### config.mk
export PLATFORM = sky130hd
export DESIGN_NAME = mc_ctrl
export DESIGN_NICKNAME = d
export VERILOG_FILES = /design/src/rtl/mc_ctrl_defs.sv /design/src/rtl/mc_alu_dec.sv /design/src/rtl/mc_ctrl.sv
export SDC_FILE = /design/constraint.sdc
export NUM_CORES = 1
export LEC_CHECK = 0
export BUFFER_PORTS_ARGS = -buffer_cell sky130_fd_sc_hd__clkbuf_2
export CORE_MARGIN = 1.5
export CORE_UTILIZATION = 48
export DETAILED_ROUTE_END_ITERATION = 8
export GPL_TIMING_DRIVEN = 0
export PLACE_DENSITY = 0.84
export RECOVER_POWER = 25
export SYNTH_ARGS = -nofsm -noshare
export SYNTH_HDL_FRONTEND = slang
export SYNTH_HIERARCHICAL = 1
export SYNTH_SLANG_ARGS = --single-unit
### constraint.sdc
create_clock -name clock -period 2.2 [get_ports clock]
set_input_delay 0.11 -clock clock [delete_from_list [all_inputs] [get_ports clock]]
set_output_delay 0.11 -clock clock [all_outputs]
set_load 0.02 [all_outputs]
### src/rtl/mc_ctrl_defs.sv
// Shared definitions for the multi-cycle controller: state codes, opcode and
// funct constants, ALU operation codes and datapath mux select codes.
package mc_ctrl_defs;

    typedef enum logic [3:0] {
        S_FETCH    = 4'd0,
        S_DECODE   = 4'd1,
        S_MEM_ADDR = 4'd2,
        S_MEM_RD   = 4'd3,
        S_MEM_WB   = 4'd4,
        S_MEM_WR   = 4'd5,
        S_R_EXEC   = 4'd6,
        S_R_WB     = 4'd7,
        S_BRANCH   = 4'd8,
        S_JUMP     = 4'd9,
        S_I_EXEC   = 4'd10,
        S_I_WB     = 4'd11,
        S_TRAP     = 4'd12
    } state_t;

    localparam logic [5:0] OP_RTYPE = 6'h00;
    localparam logic [5:0] OP_J     = 6'h02;
    localparam logic [5:0] OP_BEQ   = 6'h04;
    localparam logic [5:0] OP_ADDIU = 6'h09;
    localparam logic [5:0] OP_ORI   = 6'h0D;
    localparam logic [5:0] OP_LUI   = 6'h0F;
    localparam logic [5:0] OP_LW    = 6'h23;
    localparam logic [5:0] OP_SW    = 6'h2B;

    localparam logic [5:0] FN_ADDU = 6'h21;
    localparam logic [5:0] FN_SUBU = 6'h23;
    localparam logic [5:0] FN_AND  = 6'h24;
    localparam logic [5:0] FN_OR   = 6'h25;
    localparam logic [5:0] FN_SLT  = 6'h2A;

    localparam logic [3:0] ALU_ADD = 4'd0;
    localparam logic [3:0] ALU_SUB = 4'd1;
    localparam logic [3:0] ALU_AND = 4'd2;
    localparam logic [3:0] ALU_OR  = 4'd3;
    localparam logic [3:0] ALU_SLT = 4'd4;
    localparam logic [3:0] ALU_LUI = 4'd5;

    localparam logic [1:0] SRCB_REG     = 2'd0;
    localparam logic [1:0] SRCB_FOUR    = 2'd1;
    localparam logic [1:0] SRCB_IMM     = 2'd2;
    localparam logic [1:0] SRCB_IMM_SH2 = 2'd3;

    localparam logic [1:0] PCSRC_ALU    = 2'd0;
    localparam logic [1:0] PCSRC_ALUOUT = 2'd1;
    localparam logic [1:0] PCSRC_JUMP   = 2'd2;

    // Dispatch out of DECODE: opcode class selects the first execute state;
    // anything unrecognised (including a bad R-type funct) goes to TRAP.
    function automatic state_t decode_next(input logic [5:0] op, input logic r_illegal);
        state_t ns;
        case (op)
            OP_RTYPE:               ns = r_illegal ? S_TRAP : S_R_EXEC;
            OP_LW, OP_SW:           ns = S_MEM_ADDR;
            OP_BEQ:                 ns = S_BRANCH;
            OP_J:                   ns = S_JUMP;
            OP_ADDIU, OP_ORI, OP_LUI: ns = S_I_EXEC;
            default:                ns = S_TRAP;
        endcase
        return ns;
    endfunction

endpackage

### src/rtl/mc_alu_dec.sv
// R-type funct decoder: maps funct to the ALU operation code and flags any
// funct the controller does not implement.
import mc_ctrl_defs::*;

module mc_alu_dec (
    input  logic [5:0] funct,
    output logic [3:0] alu_ctrl,
    output logic       r_illegal
);

    // Pure lookup; unknown funct falls back to ADD with the illegal flag set.
    always_comb begin
        alu_ctrl  = ALU_ADD;
        r_illegal = 1'b0;
        case (funct)
            FN_ADDU: alu_ctrl = ALU_ADD;
            FN_SUBU: alu_ctrl = ALU_SUB;
            FN_AND:  alu_ctrl = ALU_AND;
            FN_OR:   alu_ctrl = ALU_OR;
            FN_SLT:  alu_ctrl = ALU_SLT;
            default: r_illegal = 1'b1;
        endcase
    end

endmodule

### src/rtl/mc_ctrl.sv
// Multi-cycle control FSM for the shared PC/IM/GPR/ALU datapath.
// Optional build macro MC_CTRL_ILLEGAL_TRAP_EN: when defined, an illegal
// instruction parks the FSM in TRAP with the 'illegal' output raised until
// reset; when undefined, TRAP is a one-cycle NOP that retires and refetches.
import mc_ctrl_defs::*;

module mc_ctrl #(
    // Must stay at the FETCH code; other values would start mid-instruction.
    parameter logic [3:0] RESET_STATE = 4'd0
) (
    input  logic       clock,
    input  logic       reset,
    input  logic [5:0] opcode,
    input  logic [5:0] funct,
    input  logic       zero,
    input  logic       mem_ready,
    output logic       pc_write,
    output logic       pc_write_cond,
    output logic       ir_write,
    output logic       mem_read,
    output logic       mem_write,
    output logic       i_or_d,
    output logic       reg_write,
    output logic       reg_dst,
    output logic       mem_to_reg,
    output logic       alu_src_a,
    output logic [1:0] alu_src_b,
    output logic       ext_op,
    output logic [3:0] alu_ctrl,
    output logic [1:0] pc_source,
    output logic       retire,
`ifdef MC_CTRL_ILLEGAL_TRAP_EN
    output logic       illegal,
`endif
    output logic [3:0] state_o
);

    state_t     state;
    state_t     next_state;
    logic [3:0] r_alu_ctrl;
    logic       r_illegal;

    mc_alu_dec u_alu_dec (
        .funct     (funct),
        .alu_ctrl  (r_alu_ctrl),
        .r_illegal (r_illegal)
    );

    assign state_o = state;

    // State register with synchronous active-low reset.
    always_ff @(posedge clock) begin
        if (!reset) begin
            state <= state_t'(RESET_STATE);
        end else begin
            state <= next_state;
        end
    end

    // Next-state and datapath controls; all outputs are forced low while
    // reset is asserted so an abandoned instruction cannot write or retire.
    always_comb begin
        next_state    = state;
        pc_write      = 1'b0;
        pc_write_cond = 1'b0;
        ir_write      = 1'b0;
        mem_read      = 1'b0;
        mem_write     = 1'b0;
        i_or_d        = 1'b0;
        reg_write     = 1'b0;
        reg_dst       = 1'b0;
        mem_to_reg    = 1'b0;
        alu_src_a     = 1'b0;
        alu_src_b     = SRCB_REG;
        ext_op        = 1'b0;
        alu_ctrl      = ALU_ADD;
        pc_source     = PCSRC_ALU;
        retire        = 1'b0;
`ifdef MC_CTRL_ILLEGAL_TRAP_EN
        illegal       = 1'b0;
`endif

        case (state)
            S_FETCH: begin
                // PC+4 computed while the instruction is read; IR and PC
                // only latch in the cycle the memory completes.
                mem_read  = 1'b1;
                alu_src_b = SRCB_FOUR;
                ir_write  = mem_ready;
                pc_write  = mem_ready;
                if (mem_ready) next_state = S_DECODE;
            end
            S_DECODE: begin
                // Speculative branch target into ALUOut.
                alu_src_b  = SRCB_IMM_SH2;
                ext_op     = 1'b1;
                next_state = decode_next(opcode, r_illegal);
            end
            S_MEM_ADDR: begin
                alu_src_a  = 1'b1;
                alu_src_b  = SRCB_IMM;
                ext_op     = 1'b1;
                next_state = (opcode == OP_LW) ? S_MEM_RD : S_MEM_WR;
            end
            S_MEM_RD: begin
                mem_read = 1'b1;
                i_or_d   = 1'b1;
                if (mem_ready) next_state = S_MEM_WB;
            end
            S_MEM_WB: begin
                reg_write  = 1'b1;
                mem_to_reg = 1'b1;
                retire     = 1'b1;
                next_state = S_FETCH;
            end
            S_MEM_WR: begin
                mem_write = 1'b1;
                i_or_d    = 1'b1;
                retire    = mem_ready;
                if (mem_ready) next_state = S_FETCH;
            end
            S_R_EXEC: begin
                alu_src_a  = 1'b1;
                alu_ctrl   = r_alu_ctrl;
                next_state = S_R_WB;
            end
            S_R_WB: begin
                reg_write  = 1'b1;
                reg_dst    = 1'b1;
                retire     = 1'b1;
                next_state = S_FETCH;
            end
            S_BRANCH: begin
                alu_src_a     = 1'b1;
                alu_ctrl      = ALU_SUB;
                pc_write_cond = 1'b1;
                pc_source     = PCSRC_ALUOUT;
                retire        = 1'b1;
                next_state    = S_FETCH;
            end
            S_JUMP: begin
                pc_write   = 1'b1;
                pc_source  = PCSRC_JUMP;
                retire     = 1'b1;
                next_state = S_FETCH;
            end
            S_I_EXEC: begin
                alu_src_a  = 1'b1;
                alu_src_b  = SRCB_IMM;
                next_state = S_I_WB;
                case (opcode)
                    OP_ORI:  alu_ctrl = ALU_OR;
                    OP_LUI:  alu_ctrl = ALU_LUI;
                    default: begin
                        ext_op   = 1'b1;
                        alu_ctrl = ALU_ADD;
                    end
                endcase
            end
            S_I_WB: begin
                reg_write  = 1'b1;
                retire     = 1'b1;
                next_state = S_FETCH;
            end
            S_TRAP: begin
`ifdef MC_CTRL_ILLEGAL_TRAP_EN
                illegal    = 1'b1;
                next_state = S_TRAP;
`else
                retire     = 1'b1;
                next_state = S_FETCH;
`endif
            end
            default: next_state = S_FETCH;
        endcase

        if (!reset) begin
            pc_write      = 1'b0;
            pc_write_cond = 1'b0;
            ir_write      = 1'b0;
            mem_read      = 1'b0;
            mem_write     = 1'b0;
            i_or_d        = 1'b0;
            reg_write     = 1'b0;
            reg_dst       = 1'b0;
            mem_to_reg    = 1'b0;
            alu_src_a     = 1'b0;
            alu_src_b     = SRCB_REG;
            ext_op        = 1'b0;
            alu_ctrl      = ALU_ADD;
            pc_source     = PCSRC_ALU;
            retire        = 1'b0;
`ifdef MC_CTRL_ILLEGAL_TRAP_EN
            illegal       = 1'b0;
`endif
        end
    end

endmodule

==> results.txt, run 1 <==
----------------------------------------------------
[Critical path]
  Critical-path cell list ... buf_2 -> or2_4 -> or4_1 -> a21oi_1 -> clkbuf_2
  Kind of launch point of the worst setup path ... flip-flop
  Kind of cell adding the most delay to the critical path ... simple AND/OR/NAND/NOR gates
  Crit path depth ... 5
  Required time of the critical path ... 2.09 ns
  Crit. End Element ... output pin
  CP Data Arrival Time ... around 1.8 ns
  Max Fanout on Critical Path ... 10
  Depth of the most critical reg-to-reg path ... 5
  Critical-path top delay cell ... sky130_fd_sc_hd__or4_1
  Crit-path max cell delay ... roughly 0.47 ns
  Critical path class ... reg -> out
  Bufs and invs on worst path ... 2

[Yosys]
  Share of synthesized registers carrying an async set or reset ... 0
  Post-synthesis sequential area ratio ... 0.1034
  Synth top area cells ... sky130_fd_sc_hd__dfxtp_1 (10%), sky130_fd_sc_hd__nor2_1 (6.8%), sky130_fd_sc_hd__nand2b_1 (6.5%), sky130_fd_sc_hd__nand2_1 (5.3%), sky130_fd_sc_hd__a21oi_1 (5.2%)
  Commonest register cell after synthesis ... sky130_fd_sc_hd__dfxtp_1
  Post-synth EDFFs ... 0
  Synthesized area per cell ... between 6 and 7 µm²
  Cell variety after synth ... between 40 and 50
  Instance count of the mapped netlist ... 121
  Syn Std Cell Area ... ~770 µm²
  Area share of the largest cell type after synthesis ... 0.1034
  Total number of yosys warnings ... 6
  Number of storage elements in the synthesis netlist ... 4
  Syn_nets ... about 140
  Cell type with the largest total area after synthesis ... sky130_fd_sc_hd__dfxtp_1

[Pwr]
  Total internal power ... between 0.2 and 0.25 mW
  Pwr per Cell Area ... around 460 nW/µm²
  Net switching share of the total power ... 0.4654
  Worst IR Drop VDD ... about 290 µV
  Total Power Consumption ... between 0.4 and 0.5 mW
  Switching power of the nets ... between 0.2 and 0.25 mW
  Combinational share of power ... 0.605
  Leak ... around 0.43 nW
  Clk pwr share ... 0.208
  Power share of the sequential group ... 0.187

[Placement]
  Number of buffers added on ports ... 36
  Detailed placer's ending HPWL ... ~1700 µm
  Placed standard-cell area ... ~970 µm²
  Routability Congestion ... 0.8940

[Die]
  Chip height ... about 43 µm
  Effective utilization at floorplan ... 0.5141
  Placeable core region ... roughly 1500 µm²
  Die extent in x ... between 40 and 50 µm
  Floorplan row count ... 14
  Area of the die ... 1864 µm²
  Number of I/O pins ... 40

[Min path]
  Tightest Hold Check Type ... in -> reg
  Worst Hold Depth ... 3

[Clock tree]
  CTS tree ... yes
  H-tree depth ... 1
  Clk Latency, worst-skew pair ... ~0.25 ns
  Clock buffer depth ... 2
  Setup Buffers After CTS ... 0
  Post-CTS Hold Fix Bufs ... 0
  CTS clock-pin slew for the worst setup and hold paths ... approximately 0.04 ns
  Clock Root Buffer ... sky130_fd_sc_hd__clkbuf_4
  # clock sinks ... 4
  Inserted Clock Buffers ... 3
  Count of instances resized after the clock tree is built ... 0

[Outcome]
  Outcome ... finished, final reports clean

[STA]
  Final worst clock skew ... around 0.013 ns
  Maximum operating frequency ... about 520 MHz
  Total negative setup slack ... 0 ns
  Setup repair after global routing missed its margin ... no
  Portion of the clock cycle consumed by the worst path in the final layout ... 0.8663
  Total of endpoints with negative setup slack in the final report ... 0
  Max Slew Vio Count ... 0
  Count of endpoints failing hold in the final timing report ... 0
  Hold slack ... ~0.23 ns
  Minimum clock period ... approximately 1.9 ns

[Finish]
  Antenna Diode Count ... 0
  Commonest cells after routing, fill and taps aside ... sky130_fd_sc_hd__clkbuf_2 (31), sky130_fd_sc_hd__nor2_1 (14), sky130_fd_sc_hd__nand2_1 (11)
  Net count, final ... 178
  Share of cells above drive strength 1 ... 0.2938
  Most common library cell in the layout ignoring fill and taps ... sky130_fd_sc_hd__clkbuf_2
  Max reg flops ... 4
  Final core area utilization ... 0.6578
  Final Cell Area ... roughly 1000 µm²
  Final-layout fill cell count ... about 150
  Layout overhead on the synthesized area ... 27.95%

[Global routing]
  Number of global-route vias before repair ... slightly above 900
  Maximum number of pins on one net before global-route repair ... 11
  GRT Overall Usage ... 0.2545
  Antenna violations before repair ... 0
  Wire length of the first global-routing pass ... 3719 µm
  Overflow after GRT ... 0

[Detailed routing]
  Via count of the routed design ... 1061
  Wirelength, routed ... between 2000 and 2500 µm
  First-iteration detailed-routing DRC count ... 29
  Number of DRC violations after detailed routing ... 0
  Drt pass-1 iters ... 4
  Post-route antenna net violation count ... 0
  Routed length per instance ... around 13 µm
  Vias per cell ... between 6 and 7

[Run]
  Max-cap violations ... 0

----------------------------------------------------
[logic make-up (layout without fill, tap and decap cells)]
kind of cell,after synthesis,count (layout),synth area share
DFF,4,4,0.1034
muxes,1,1,0.01292
buffers and inverters,15,54,0.1001
AOI/OAI and AO/OA,33,33,0.2924
and+or+nand+nor,63,63,0.4411
xor gates and xnor gates,4,4,0.04524
other,1,1,0.004842
[metrics by stage]
stage	instances	worst slack (ns)
3_3_place_gp	173	0.5722
5_1_grt	176	0.2192
2_1_floorplan	121	0.4931
3_5_place_dp	173	0.5541
6_report	176	0.2941
4_1_cts	176	0.2965
[area by class of cell]
type	instances	area (µm²)	area share
plain buffers	11	62.56	0.06313
clock buffers	3	22.52	0.02273
inverters	4	15.01	0.01515
multi-input cells	102	616.8	0.6225
flip-flops and latches	4	80.08	0.08081
well taps	16	20.02	0.02020
repair buffers	36	173.9	0.1755
[worst paths after layout]
kind	to	from	slack [ns]
max	alu_ctrl[1]	state_o[0]$_SDFFE_PN0P_	0.29
min	state_o[1]$_SDFFE_PN0P_	opcode[4]	0.23
max reg2reg	state_o[1]$_SDFFE_PN0P_	state_o[0]$_SDFFE_PN0P_	0.78
min reg2reg	state_o[0]$_SDFFE_PN0P_	state_o[2]$_SDFFE_PN0P_	0.78
[layer usage]
metal / up-vias / GRT usage / wire length, µm
met5: - / 0 / 0
met1: 485 / 0.3103 / 956
li1: 515 / - / -
met3: 4 / 0.04255 / 140
met4: 0 / 0.07273 / 27
met2: 57 / 0.4507 / 1097
[cells in the mapped netlist, types with 2 or more instances]
library cell	instances
sky130_fd_sc_hd__a21o_1	2
sky130_fd_sc_hd__nand2_1	11
sky130_fd_sc_hd__nand2b_1	8
sky130_fd_sc_hd__a22oi_1	2
sky130_fd_sc_hd__inv_1	4
sky130_fd_sc_hd__nor3_1	6
sky130_fd_sc_hd__xor2_1	2
sky130_fd_sc_hd__o21ai_0	6
sky130_fd_sc_hd__and3_1	4
sky130_fd_sc_hd__clkbuf_1	3
sky130_fd_sc_hd__nor2_1	14
sky130_fd_sc_hd__buf_4	2
sky130_fd_sc_hd__nand3_1	2
sky130_fd_sc_hd__nand3b_1	2
sky130_fd_sc_hd__or4_1	2
sky130_fd_sc_hd__buf_2	5
sky130_fd_sc_hd__a21oi_1	8
sky130_fd_sc_hd__o21a_1	2
sky130_fd_sc_hd__o2bb2ai_1	2
sky130_fd_sc_hd__dfxtp_1	4
sky130_fd_sc_hd__o211ai_1	2
sky130_fd_sc_hd__nor4_1	3
sky130_fd_sc_hd__xnor2_1	2
[power by group through the flow]
stage	clock network [mW]	logic, mW	registers (mW)
finish	0.0957	0.278	0.0862
global route	0.102	0.304	0.0864
CTS	0.0959	0.277	0.0862
detailed placement	0	0.275	0.0874
global placement	0	0.271	0.0866
floorplan	0	0.187	0.0964
[worst reg2reg max path: cells and delay by family, from the launching register on]
| family | cells | cell delay (ns) |
|---|---|---|
| buffers and inverters | 2 | 0.55 |
| AO/OA/AOI/OAI | 3 | 0.40 |
| flip-flops | 1 | 0.32 |
Power figures use the tool's default switching activity.
==> run 2, diff against run 1 <==
Settings changed: REMOVE_ABC_BUFFERS set to 1.
==> run 2 against run 1 <==
Net effect: fmax is 8.1% lower; clock power increased by 2.3%; combinational power is 20% lower; final cell count is 5.7% lower; sequential share of layout area rose by 0.52 points; clock-buffer cell count stayed put; die area unchanged; via count fell by 9.3%; first-iteration DRC count is 66% lower; cell area shrank 6.1%; critical path type unchanged; non-clock buffer count is 10 lower; sequential power increased by 32%.
==> results.txt, run 2 (synthesis gave the netlist of run 1 again) <==
----------------------------------------------------
[Global routing]
  Maximum number of pins on one net before global-route repair ... 21
  Wire length of the first global-routing pass ... approximately 3200 µm
  Antenna violations before repair ... 0
  Number of global-route vias before repair ... about 780
  GRT Overall Usage ... 0.2189
  Overflow after GRT ... 0

[Detailed routing]
  First-iteration detailed-routing DRC count ... 10
  Post-route antenna net violation count ... 0
  Vias per cell ... approximately 5.8
  Wirelength, routed ... roughly 2000 µm
  Routed length per instance ... between 10 and 15 µm
  Number of DRC violations after detailed routing ... 0
  Via count of the routed design ... around 960
  Drt pass-1 iters ... 4

[Die]
  Chip height ... 43.17 µm
  Area of the die ... 1864 µm²
  Floorplan row count ... 14
  Placeable core region ... approximately 1500 µm²
  Die extent in x ... around 43 µm
  Effective utilization at floorplan ... 0.5141
  Number of I/O pins ... 40

[Critical path]
  Critical path class ... reg -> out
  Crit-path max cell delay ... around 0.5 ns
  Crit. End Element ... output pin
  Depth of the most critical reg-to-reg path ... 4
  Required time of the critical path ... about 2.1 ns
  Termination of the worst setup path ... alu_ctrl[2]
  Start point of the critical path ... state_o[0]$_SDFFE_PN0P_
  Register-to-register setup slack ... between 0.6 and 0.7 ns
  Reg-to-reg startpoint ... state_o[0]$_SDFFE_PN0P_
  Critical-path top delay cell ... sky130_fd_sc_hd__or4_1
  Critical-path cell list ... or2_0 -> or4_1 -> a21oi_1 -> clkbuf_2
  Max Fanout on Critical Path ... 20
  CP Data Arrival Time ... about 2.0 ns
  R2r endpoint ... state_o[1]$_SDFFE_PN0P_
  Kind of launch point of the worst setup path ... flip-flop

[STA]
  Portion of the clock cycle consumed by the worst path in the final layout ... 0.9431
  Final worst clock skew ... roughly 0.012 ns
  Worst Max-Slew Pin Slew ... around 0.60 ns
  Max Slew Vio Count ... 0
  Total of endpoints with negative setup slack in the final report ... 0
  Maximum operating frequency ... between 400 and 500 MHz
  Total negative setup slack ... 0 ns
  Setup repair after global routing missed its margin ... no
  Count of endpoints failing hold in the final timing report ... 0
  Worst slew margin relative to its limit ... 0.5973
  Minimum clock period ... 2.075 ns

[Placement]
  Placed cell count ... roughly 160
  Detailed placer's ending HPWL ... between 1500 and 2000 µm
  Number of buffers added on ports ... 37
  Routability Congestion ... ~0.84

[Finish]
  Share of cells above drive strength 1 ... 0.2600
  Commonest cells after routing, fill and taps aside ... sky130_fd_sc_hd__clkbuf_2 (32), sky130_fd_sc_hd__nor2_1 (14), sky130_fd_sc_hd__nand2_1 (11), sky130_fd_sc_hd__nand2b_1 (8), sky130_fd_sc_hd__a21oi_1 (8)
  Storage cell area ... ~80 µm²
  Post-route insts no fill ... 166
  Net count, final ... around 170
  Area occupied by multi-input gates ... just over 600 µm²
  Layout overhead on the synthesized area ... 20.19%
  Most common library cell in the layout ignoring fill and taps ... sky130_fd_sc_hd__clkbuf_2
  Final-layout fill cell count ... between 150 and 200
  Final core area utilization ... 0.6179
  Antenna Diode Count ... 0
  Max reg flops ... 4

[Clock tree]
  CTS clock-pin slew for the worst setup and hold paths ... roughly 0.040 ns
  # clock sinks ... 4
  Count of instances resized after the clock tree is built ... 0
  Clk Latency, worst-skew pair ... approximately 0.25 ns
  H-tree depth ... 1
  Clock buffer depth ... 2
  Setup Buffers After CTS ... 0
  CTS tree ... yes
  Inserted Clock Buffers ... 3
  Post-CTS Hold Fix Bufs ... 0
  Clock Root Buffer ... sky130_fd_sc_hd__clkbuf_4

[Run]
  Max-cap violations ... 0

[Min path]
  Worst Hold Launch ... reset
  Tightest Hold Check Type ... in -> reg

[Pwr]
  Worst IR Drop VDD ... ~320 µV
  Leak ... ~0.39 nW
  Pwr per Cell Area ... approximately 470 nW/µm²

[Outcome]
  Outcome ... finished, final reports clean

----------------------------------------------------
-- run 2: final cells by class --
type | instances | area share
repair buffers | 37 | 0.1922
flip-flops and latches | 4 | 0.08602
well taps | 16 | 0.02151
clock buffers | 3 | 0.02419
inverters | 4 | 0.01613
multi-input cells | 102 | 0.6599
-- run 2: power by group --
group          switching (mW)  total [mW]  internal [mW]
combinational           0.136       0.223         0.0871
clock                  0.0365      0.0979         0.0614
sequential             0.0334       0.114         0.0809
total                   0.206       0.435          0.229
-- run 2: critical path: cells and delay by family (launching register included) --
kind | cells | cell delay [ns]
flip-flops | 1 | 0.48
AO/OA/AOI/OAI | 1 | 0.15
buffers and inverters | 1 | 0.19
AND/OR/NAND/NOR | 2 | 0.90
-- run 2: stage by stage --
| stage | power (mW) | instance area, µm² | hold WS (ns) | setup slack [ns] |
|---|---|---|---|---|
| finish | 0.4354 | 930.9 | 0.2159 | 0.1252 |
| global route | 0.4685 | 930.9 | 0.2458 | 0.005090 |
| CTS | 0.4447 | 939.7 | 0.2133 | 0.1534 |
| detailed placement | 0.3435 | 917.1 | 0.4720 | 0.4245 |
| global placement | 0.3399 | 917.1 | 0.4601 | 0.4291 |
| floorplan | 0.2644 | 711.9 | 0.2412 | 0.4460 |
-- run 2: routing by layer --
metal / part of all wire / global-route usage / vias up
met4: 0.010 / 0.05455 / 0
li1: - / - / 497
met1: 0.48 / 0.3120 / 430
met2: 0.45 / 0.3373 / 33
met5: 0 / 0 / -
met3: 0.063 / 0.03830 / 2
-- run 2: how the worst min path moves through the flow --
stage | to | slack, ns | cells after the start
after floorplan | state_o[0]$_SDFFE_PN0P_ | 0.24 | 1
after global placement | state_o[1]$_SDFFE_PN0P_ | 0.46 | 3
after detailed placement | state_o[1]$_SDFFE_PN0P_ | 0.47 | 3
after CTS | state_o[0]$_SDFFE_PN0P_ | 0.21 | 2
after global routing | state_o[1]$_SDFFE_PN0P_ | 0.25 | 3
final | state_o[0]$_SDFFE_PN0P_ | 0.22 | 2
==> run 3, diff against run 2 <==
Settings changed: BUFFER_PORTS_ARGS -buffer_cell sky130_fd_sc_hd__clkbuf_2 to not set, CORE_AREA set to 2 2 39 41, CORE_MARGIN 1.5 to not set, CORE_UTILIZATION 48 to not set, DIE_AREA set to 0 0 41 43, DONT_BUFFER_PORTS set to 1, PLACE_DENSITY 0.84 to 0.74.
==> run 3 against run 2 <==
Net effect: core utilization decreased by 6.6 points; clock power decreased by 8.7%; wire length increased by 0.20%; fmax decreased by 1.6%; total power decreased by 11%; first-iteration DRC count increased to 4.8 times the previous value; global-route usage increased by 0.60 points; hold slack got worse by 0.21 ns; combinational power decreased by 23%; critical path type unchanged; largest power group unchanged.
==> results.txt, run 3 (synthesis gave the netlist of run 1 again) <==
----------------------------------------------------
[Placement]
  Number of buffers added on ports ... 0
  Detailed placer's ending HPWL ... 1423 µm
  Routability Congestion ... a little under 0.8

[STA]
  Max Slew Vio Count ... 0
  Total negative setup slack ... 0 ns
  Worst Max-Slew Pin Slew ... roughly 0.74 ns
  Maximum operating frequency ... 474.3 MHz
  Worst slew margin relative to its limit ... 0.5030
  Final worst clock skew ... about 0.008 ns
  Minimum clock period ... 2.109 ns
  Setup repair after global routing missed its margin ... no
  Portion of the clock cycle consumed by the worst path in the final layout ... 0.9584
  Total of endpoints with negative setup slack in the final report ... 0
  Count of endpoints failing hold in the final timing report ... 0

[Pwr]
  Worst IR Drop VDD ... between 200 and 250 µV
  Net switching share of the total power ... 0.4623
  Total Power Consumption ... between 0.3 and 0.4 mW
  Power share of the sequential group ... 0.324
  Clk pwr share ... 0.231
  Pwr per Cell Area ... roughly 500 nW/µm²
  Switching power of the nets ... approximately 0.18 mW
  Combinational share of power ... 0.444
  Leak ... between 0.2 and 0.25 nW
  Total internal power ... between 0.2 and 0.25 mW

[Clock tree]
  CTS tree ... yes
  Clk Latency, worst-skew pair ... roughly 0.23 ns
  H-tree depth ... 1
  # clock sinks ... 4
  CTS clock-pin slew for the worst setup and hold paths ... 0.04 ns
  Setup Buffers After CTS ... 0
  Clock Root Buffer ... sky130_fd_sc_hd__clkbuf_4
  Inserted Clock Buffers ... 3
  Clock buffer depth ... 2

[Finish]
  Max reg flops ... 4
  Share of cells above drive strength 1 ... 0.09735
  Net count, final ... between 100 and 150
  Layout overhead on the synthesized area ... -1.454%
  Antenna Diode Count ... 0
  Most common library cell in the layout ignoring fill and taps ... sky130_fd_sc_hd__nor2_1
  Commonest cells after routing, fill and taps aside ... sky130_fd_sc_hd__nor2_1 (14), sky130_fd_sc_hd__nand2_1 (11), sky130_fd_sc_hd__nand2b_1 (8)

[Detailed routing]
  First-iteration detailed-routing DRC count ... 48
  Drt pass-1 iters ... 4
  Post-route antenna net violation count ... 0
  Number of DRC violations after detailed routing ... 0
  Wirelength, routed ... 2007 µm
  Vias per cell ... a little under 7
  Via count of the routed design ... between 800 and 900
  Routed length per instance ... approximately 16 µm

[Die]
  Area of the die ... 1763 µm²
  Die extent in x ... 41 µm
  Floorplan row count ... 14
  Number of I/O pins ... 40
  Chip height ... between 40 and 50 µm
  Effective utilization at floorplan ... 0.5597
  Placeable core region ... roughly 1400 µm²

[Global routing]
  Wire length of the first global-routing pass ... just under 3000 µm
  Number of global-route vias before repair ... roughly 740
  Overflow after GRT ... 0
  Maximum number of pins on one net before global-route repair ... 21
  GRT Overall Usage ... 0.2249
  Antenna violations before repair ... 0

[Min path]
  Tightest Hold Check Type ... in -> reg
  Worst Hold Depth ... 1

[Critical path]
  Critical path class ... reg -> out
  Max Fanout on Critical Path ... 18
  Depth of the most critical reg-to-reg path ... 4
  CP Data Arrival Time ... roughly 2 ns
  Crit. End Element ... output pin
  Kind of launch point of the worst setup path ... flip-flop
  Required time of the critical path ... about 2.1 ns

[Run]
  Max-cap violations ... 0

[Outcome]
  Outcome ... finished, final reports clean

----------------------------------------------------
==> run 3: through the flow <==
stage	hold WS, ns	util	area (µm²)	instances	setup slack, ns
after floorplan	0.2412	-	711.9	110	0.4460
after global placement	0.2532	0.5289	732.0	126	0.1951
after detailed placement	0.2531	0.5289	732.0	126	0.2016
after CTS	0.006055	0.5461	755.7	129	0.04761
after global routing	0.006202	0.5515	763.2	129	0.002051
final	0.01000	0.5515	763.2	129	0.09149
==> run 3: timing repair <==
action	in CTS	in global routing
pin swaps	0	0
resized for setup	1	2
endpoints found under the setup margin	2	2
hold endpoints to repair	0	0
hold buffers	0	0
cloned	0	0
==> run 3: cell type report <==
cell class | instances | area [µm²]
Multi-Input combinational cell | 102 | 624.3
Fill cell | 145 | 620.6
Sequential cell | 4 | 81.33
Clock buffer | 3 | 22.52
Tap cell | 16 | 20.02
Inverter | 4 | 15.01
==> run 3: per-layer routing <==
metal  up-vias  global-route usage  share of wire  wire, µm
met2        65              0.3531           0.50      1012
met5         -                   0              0         0
li1        426                   -              -         -
met4         0             0.08667          0.025        50
met1       399              0.2894           0.36       729
met3         6             0.04188           0.11       214
==> run 3: power groups by stage <==
stage               logic, mW  registers, mW  clock network [mW]
finish                  0.172          0.125              0.0894
global route            0.188          0.130              0.0931
CTS                     0.169          0.125              0.0921
detailed placement      0.168          0.126                   0
global placement        0.166          0.125                   0
floorplan               0.148          0.117                   0
==> run 3: worst paths after layout <==
kind | startpoint | end | slack [ns]
worst max register to register | state_o[0]$_SDFFE_PN0P_ | state_o[1]$_SDFFE_PN0P_ | 0.42
worst max-delay path | state_o[2]$_SDFFE_PN0P_ | alu_ctrl[2] | 0.09
worst min register to register | state_o[1]$_SDFFE_PN0P_ | state_o[1]$_SDFFE_PN0P_ | 0.68
worst min-delay path | reset | state_o[0]$_SDFFE_PN0P_ | 0.01
==> run 3: critical path, cell delays in order, from the launching register on <==
cell and delay [ns]:
sky130_fd_sc_hd__dfxtp_1 0.54, sky130_fd_sc_hd__or2_4 0.39, sky130_fd_sc_hd__or4_1 0.51, sky130_fd_sc_hd__a21oi_2 0.32
